<file path="src/rtl/float_add_sched.sv">
// Round-robin scheduler sharing one fixed-latency fp16 adder among NREQ requesters.
// Tags ride a LAT-deep pipeline alongside the adder so results return in issue order with the owner id.
module float_add_sched #(
  parameter int NREQ = 4,
  parameter int LAT  = 6
) (
  input  logic                 clock,
  input  logic                 rst,
  input  logic [NREQ-1:0]      req_valid,
  input  logic [16*NREQ-1:0]   req_adata,
  input  logic [16*NREQ-1:0]   req_bdata,
  output logic [NREQ-1:0]      req_ready,
  output logic [15:0]          op_a,
  output logic [15:0]          op_b,
  output logic                 op_vld,
  input  logic [15:0]          res_data,
  output logic                 rsp_valid,
  output logic [1:0]           rsp_id,
  output logic [15:0]          rsp_data,
  output logic [3:0]           inflight,
  output logic                 busy
);

  logic [1:0]     ptr;
  logic [1:0]     idx;
  logic [1:0]     grant_id;
  logic           grant_any;
  logic [1:0]     op_id;
  logic [LAT-1:0] tag_vld;
  logic [1:0]     tag_id [LAT];

  // Search ptr, ptr+1, ... ; the 2-bit index wraps modulo NREQ for free.
  always_comb begin
    idx       = '0;
    grant_id  = ptr;
    grant_any = 1'b0;
    for (int k = 0; k < NREQ; k++) begin
      idx = ptr + 2'(k);
      if (!grant_any && req_valid[idx]) begin
        grant_any = 1'b1;
        grant_id  = idx;
      end
    end
    if (rst) grant_any = 1'b0;
    req_ready = grant_any ? (NREQ'(1) << grant_id) : '0;
  end

  always_ff @(posedge clock) begin
    if (rst) begin
      ptr    <= '0;
      op_vld <= 1'b0;
      op_a   <= '0;
      op_b   <= '0;
      op_id  <= '0;
    end else begin
      op_vld <= grant_any;
      if (grant_any) begin
        ptr   <= grant_id + 2'd1;
        op_a  <= req_adata[{grant_id, 4'b0000} +: 16];
        op_b  <= req_bdata[{grant_id, 4'b0000} +: 16];
        op_id <= grant_id;
      end
    end
  end

  // Clearing tag valids on reset drops results still draining out of the adder.
  always_ff @(posedge clock) begin
    if (rst) begin
      tag_vld <= '0;
      for (int k = 0; k < LAT; k++) tag_id[k] <= '0;
    end else begin
      tag_vld   <= {tag_vld[LAT-2:0], op_vld};
      tag_id[0] <= op_id;
      for (int k = 1; k < LAT; k++) tag_id[k] <= tag_id[k-1];
    end
  end

  always_ff @(posedge clock) begin
    if (rst) begin
      rsp_valid <= 1'b0;
      rsp_id    <= '0;
      rsp_data  <= '0;
    end else begin
      rsp_valid <= tag_vld[LAT-1];
      if (tag_vld[LAT-1]) begin
        rsp_data <= res_data;
        rsp_id   <= tag_id[LAT-1];
      end
    end
  end

  always_ff @(posedge clock) begin
    if (rst) begin
      inflight <= '0;
    end else begin
      case ({grant_any, rsp_valid})
        2'b10:   if (inflight != 4'hF) inflight <= inflight + 4'd1;
        2'b01:   if (inflight != 4'h0) inflight <= inflight - 4'd1;
        default: inflight <= inflight;
      endcase
    end
  end

  assign busy = (inflight != 4'd0);

endmodule

</file>
<file path="config.mk">
export PLATFORM = sky130hd
export DESIGN_NAME = float_add_sched
export DESIGN_NICKNAME = d
export VERILOG_FILES = /design/src/rtl/float_add_sched.sv
export SDC_FILE = /design/constraint.sdc
export NUM_CORES = 1
export LEC_CHECK = 0
export BUFFER_PORTS_ARGS = -buffer_cell sky130_fd_sc_hd__buf_4
export CORE_ASPECT_RATIO = 1.2
export CORE_MARGIN = 3
export CORE_UTILIZATION = 47
export DETAILED_ROUTE_END_ITERATION = 8
export PLACE_DENSITY = 0.85
export SLEW_MARGIN = 20
export SYNTH_ARGS = -nofsm -noshare
export SYNTH_HDL_FRONTEND = slang
export SYNTH_SLANG_ARGS = --single-unit
export TNS_END_PERCENT = 5
</file>
<file path="constraint.sdc">
create_clock -name clock -period 3.7 [get_ports clock]
set_input_delay 0.74 -clock clock [delete_from_list [all_inputs] [get_ports clock]]
set_output_delay 0.74 -clock clock [all_outputs]
set_load 0.01 [all_outputs]
</file>
# == Yosys cells after proc, flatten, opt, wreduce, memory -nomap -nowiden ==
# Memory sizes are Yosys's and may differ from the RTL's. A register that Yosys moved wholly into a read port is not among the register bits.
# Cells that the tools add are included.
# word_totals
wordCells,72
ramBits,12
inputBits,150
reg_bits,64
output_inout_bits,61
mem_count,1
# op_classes
muxes,29
n_eq_ne,5
n_reduce_logical,9
n_lt_le_gt_ge,4
shifts,3
add_sub_neg,6
bitwise_logic,6
# memory_table
memory,words,word_bits,rd,rd_clocked_by_memory_dff,wr,line_no,rtl
tag_id,6,2,6,1,6,30,logic [1:0] tag_id [LAT];
# ops
operator,n
64-bit by 7-bit variable part select with 16-bit output,2
2-bit 2-to-1 mux,9
"2-bit by 3-bit less-than comparator with 1-bit output, second input constant",4
1-bit 2-to-1 mux,12
4-bit 2-to-1 mux,3
1-bit binary-select mux with 2-bit select,4
4-bit one-hot mux with 2 select lines,1
1-bit OR,6
"2-bit by 1-bit adder with 2-bit output, second input constant",2
"2-bit adder, second input constant",2
"4-bit by 1-bit adder with 4-bit output, second input constant",1
"2-bit inequality test, second input constant",2
"4-bit inequality test, second input constant",1
4-bit nonzero test,1
"1-bit by 2-bit << shifter with 4-bit output, first input constant",1
"4-bit by 1-bit subtractor with 4-bit output, second input constant",1
1-bit logical AND,3
1-bit zero test,3
3-bit AND reduction,1
"2-bit by 1-bit == test with 1-bit output, second input constant",1
"2-bit == test, second input constant",1
2-bit nonzero test,1

# == Logic depth before layout (Yosys ltp) ==
# depth
depth_word,16
mapped_depth,9
depth_no_buf,9

# == Least setup slack after synthesis ==
# OpenSTA, ideal clock, no wires.
# synth_path
kind,in2out
from,input port req_valid[2]
to,output port req_ready[0]
cell_stages,7
path_slack_ns,0.957
required_time_ns,2.960
arrival_time_ns,2.003
path_buffers,1
path_cell_list,nor2b_1 o21a_1 nor3_4 buf_2 inv_1 ha_1 and2_1
# synth_via
elab_chain_len,14
word_cells_on_any_way,24
cone_classes,shift: 1; mux: 17; reduce/logical: 6
# synth_lines
item,line_no,rtl
start: declaration,9,"input logic [NREQ-1:0] req_valid,"
1-bit binary-select mux with 2-bit select,39,if (!grant_any && req_valid[idx]) begin
1-bit 2-to-1 mux (implied by the code),39,
1-bit 2-to-1 mux,39,
1-bit zero test,39,
1-bit logical AND,39,
1-bit 2-to-1 mux,39,
1-bit zero test,39,
1-bit logical AND,39,
1-bit 2-to-1 mux,39,
1-bit zero test,39,
1-bit logical AND,39,
2-bit 2-to-1 mux *,39,
named net grant_id[0],26,logic [1:0] grant_id;
1-bit by 2-bit << shifter with 4-bit output *,45,req_ready = grant_any ? (NREQ'(1) << grant_id) : '0;
4-bit 2-to-1 mux *,45,
end: declaration,12,"output logic [NREQ-1:0] req_ready,"
# The timed path passes the listed nets; every way through them passes the cells marked *. The select of a mux whose other input is x is not followed.

# == Worst setup path after layout ==
# layout_path
from,input port req_valid[2]
to,output port req_ready[0]
# layout_via
elab_chain_len,14
word_cells_on_any_way,24
cone_classes,shift: 1; mux: 17; reduce/logical: 6
# layout_lines
item,line_no
1-bit binary-select mux with 2-bit select,39
1-bit 2-to-1 mux (implied by the code),39
1-bit 2-to-1 mux,39
1-bit zero test,39
1-bit logical AND,39
1-bit 2-to-1 mux,39
1-bit zero test,39
1-bit logical AND,39
1-bit 2-to-1 mux,39
1-bit zero test,39
1-bit logical AND,39
2-bit 2-to-1 mux / 1-bit 2-to-1 mux (equally long branches),39
1-bit by 2-bit << shifter with 4-bit output / 1-bit 2-to-1 mux (equally long branches),"45, 44"
4-bit 2-to-1 mux *,45
# Every way passes the cells marked *; elsewhere a longest branch is shown, timed or not. The select of a mux whose other input is x is not followed.

==> summary.md <==
| Metric | Value |
|---|---|
| Asr flop ratio synth | `0%` |
| DRT iter0 DRCs | `a little over 100` |
| Worst relative slew slack | `about 31%` |
| CTS tree | `done` |
| Met3 WL | `around 1000 um` |
| Post-CTS sizing | `0` |
| DRC viols | `0` |
| Leakage power | `2.52 nW` |
| Outcome | `finished, final reports clean` |
| Routed wl met2 | `~5.4 mm` |
| Worst setup EP type | `primary output` |
| TritonCTS Buffers | `9` |
| Synth Area in Simple Gates | `approximately 13%` |
| Setup violators final | `0` |
| RSZ-0062 raised after global routing | `no` |
| HP Class | `register to register` |
| Synth area leaders | `dfxtp_1 43%, mux2i_1 22%, o221ai_1 6.2%` |
| GPL Wtd Cong | `between 0.8 and 0.9` |
| R2r worst-path depth | `6` |
| Final nets | `slightly above 700` |
| IO Count | `approximately 210` |
| Post-Syn Nets | `~520` |
| Critical path class | `input port to primary output` |
| Synth unique cells | `44` |
| Final ANT Viol Nets | `0` |
| Tcrit/Tclk final | `around 83%` |
| Final instance area | `5430 um2` |
| Worst setup path start | `req_valid[2]` |
| Clk pin slew, worst setup/hold paths | `roughly 0.09 ns` |
| Worst-margin pin slew | `1.03 ns` |
| Max Root-Sink Buffers | `2` |
| Adder-Cell Fraction of Synth Area | `around 2.6%` |
| Critical Path Source Type | `input port` |
| Setup repair bufs after CTS | `0` |
| Pins over their slew limit | `0` |
| Largest net degree at the start of global routing | `a little over 60` |
| Crit path time final | `between 3 and 4 ns` |
| Total negative setup slack | `0 ns` |
| Ys flop type | `dfxtp_1` |
| Reg2reg setup slack | `roughly 0.99 ns` |
| Post-synthesis compound-gate area fraction | `14.4%` |
| Cell Pwr Density | `around 440 nW/um2` |
| Root Driver | `clkbuf_8` |
| Power Total | `about 2.4 mW` |
| Post-synthesis xor/xnor area fraction | `less than 1%` |
| Die Area | `between 8000 and 9000 um2` |
| DR vias/cell | `between 5 and 6` |
| H-Tree Depth | `3` |
| Commonest non-fill, non-tap cell in the layout | `buf_4` |
| DR top layer | `met4` |
| Synth Cell Area | `3660 um2` |
| First-pass GRT wire length | `~16 mm` |
| Global route overflow | `0` |
| Inst Count DP | `between 600 and 700` |
| Max frequency | `about 330 MHz` |
| Via count | `~3500` |
| Detailed Routing Iterations Pass 1 | `4` |
| Setup WS post-layout | `between 0.6 and 0.7 ns` |
| Clk_skew | `roughly 0.0090 ns` |
| Synth area leader | `dfxtp_1` |
| Synthesized flop and latch total | `between 70 and 80` |
| Drt total wl | `roughly 11 mm` |
| Share of the yosys chip area belonging to registers | `42.7%` |
| Routed length on met1 | `between 3 and 4 mm` |
| Latest clock arrival within the worst-skew pair | `0.34 ns` |
| PortBufs | `210` |
| Crit Path Max Fanout | `8` |
| Avg WL per Cell | `between 15 and 20 um` |
| Crit Reg-Reg Endpoint | `op_b[2]` |
| Reg-to-reg startpoint | `ptr[0]` |
| Main combinational cell family by area after synthesis | `multiplexers` |
| Final Non-Filler Cells | `approximately 660` |
| Core area | `around 7400 um2` |
| Post-synth EDFFs | `0` |
| DP Area | `between 5000 and 6000 um2` |
| Hold buffers post-CTS | `0` |
| Hold_ws | `around 0.44 ns` |
| Most frequent cells in the layout | `213 x buf_4, 79 x mux2i_1, 78 x dfxtp_1, 33 x nand2_1, 26 x o221ai_1` |
| Critical Path RT | `2.96 ns` |
| All-layer global routing usage | `about a quarter` |
| Final core utilization | `about three quarters` |
| Clk sink count | `roughly 80` |
| Diodes inserted | `0` |
| Vias in the first global route | `3446` |
| Die Y-Extent | `103 um` |
| HPWL after DPL | `approximately 8.3 mm` |
| Share of cells above drive strength 1 | `between 40 and 50%` |
| VDD IR max | `274 uV` |
| Synth warn | `0` |
| Die X | `about 87 um` |
| DP Worst Slack | `slightly below 0.5 ns` |
| Cells after Synth | `360` |
| Placement Rows | `34` |
| Post-synth top area share | `roughly 43%` |
| Antenna violations before repair | `0` |
| Worst setup endpoint | `req_ready[0]` |
| Final hold vios | `0` |
| Mux cell area share after synthesis | `between 20% and 30%` |
| Crit path DAT | `between 2 and 2.5 ns` |
| Post-synthesis average cell area | `about 10 um2` |
| Initial core utilization | `just under 50%` |
| Max-capacitance violation count | `0` |
| Layout overhead on the synthesized area | `48.4%` |
## worst max-delay path, cell delays in order
cell	delay, ns
buf_4	0.13
nor2b_1	0.15
o21a_1	0.28
nor3_4	0.42
inv_1	0.12
ha_1	0.21
and2_1	0.14
buf_4	0.14
## state kept, by name, summed over array words and instances (netlist names)
signal	count
inflight	4
op_a	16
op_b	16
op_id	2
op_vld	1
ptr	2
rsp_data	16
rsp_id	2
rsp_valid	1
tag_id	12
tag_vld	6
## layout make-up
class | count | area, um2
sequential | 78 | 1560
clock buffer | 9 | 124
tap | 90 | 113
inverter | 7 | 26.3
multi-input combinational | 254 | 1940
timing repair buffer | 213 | 1600
fill | 563 | 1970
clock inverter | 7 | 62.6
## worst min-delay path by stage
stage	from	end	slack (ns)	cells past startpoint
finish	tag_id[2][1]	tag_id[3][1]	0.44	1
global route	tag_vld[1]	tag_vld[2]	0.45	1
CTS	tag_vld[2]	tag_vld[3]	0.45	1
detailed placement	tag_vld[2]	tag_vld[3]	0.43	1
global placement	tag_id[2][0]	tag_id[3][0]	0.42	1
floorplan	tag_id[0][0]	tag_id[1][0]	0.41	1
## report_power, final
group | internal, mW | leakage (nW) | switching (mW)
Sequential | 0.938 | 0.640 | 0.0580
Combinational | 0.414 | 1.80 | 0.368
Clock | 0.257 | 0.0863 | 0.344
Total | 1.61 | 2.52 | 0.770
## cells in the mapped netlist (2+ instances only)
cell	instances
dfxtp_1	78
xnor2_1	3
nor2b_1	23
nand2_1	33
o21ai_0	3
ha_1	6
o21bai_1	4
nor2_1	26
nand2_2	2
buf_8	3
clkbuf_1	9
inv_1	6
mux2i_1	79
o221ai_1	26
or3_1	2
a21oi_2	2
o221ai_2	2
buf_2	7
o31a_1	3
a21oi_1	7
nand2b_1	2
and2_1	4
a211oi_1	9
## layer usage
metal  GRT usage [%]  up-vias
met4            9.23        0
met1            26.6     1586
met3            7.91       18
met2            41.2      137
met5               0        -
li1                -     1713
## kinds of logic (layout without fill, tap and decap cells)
logic type      after synthesis  count (layout)
simple gates                 99              99
mux                          80              80
flops                        78              78
compound gates               65              65
buf+inv                      28             236
fa+ha+maj                     7               7
xor+xnor                      3               3
Note: power is estimated with default switching activity, not from simulation.
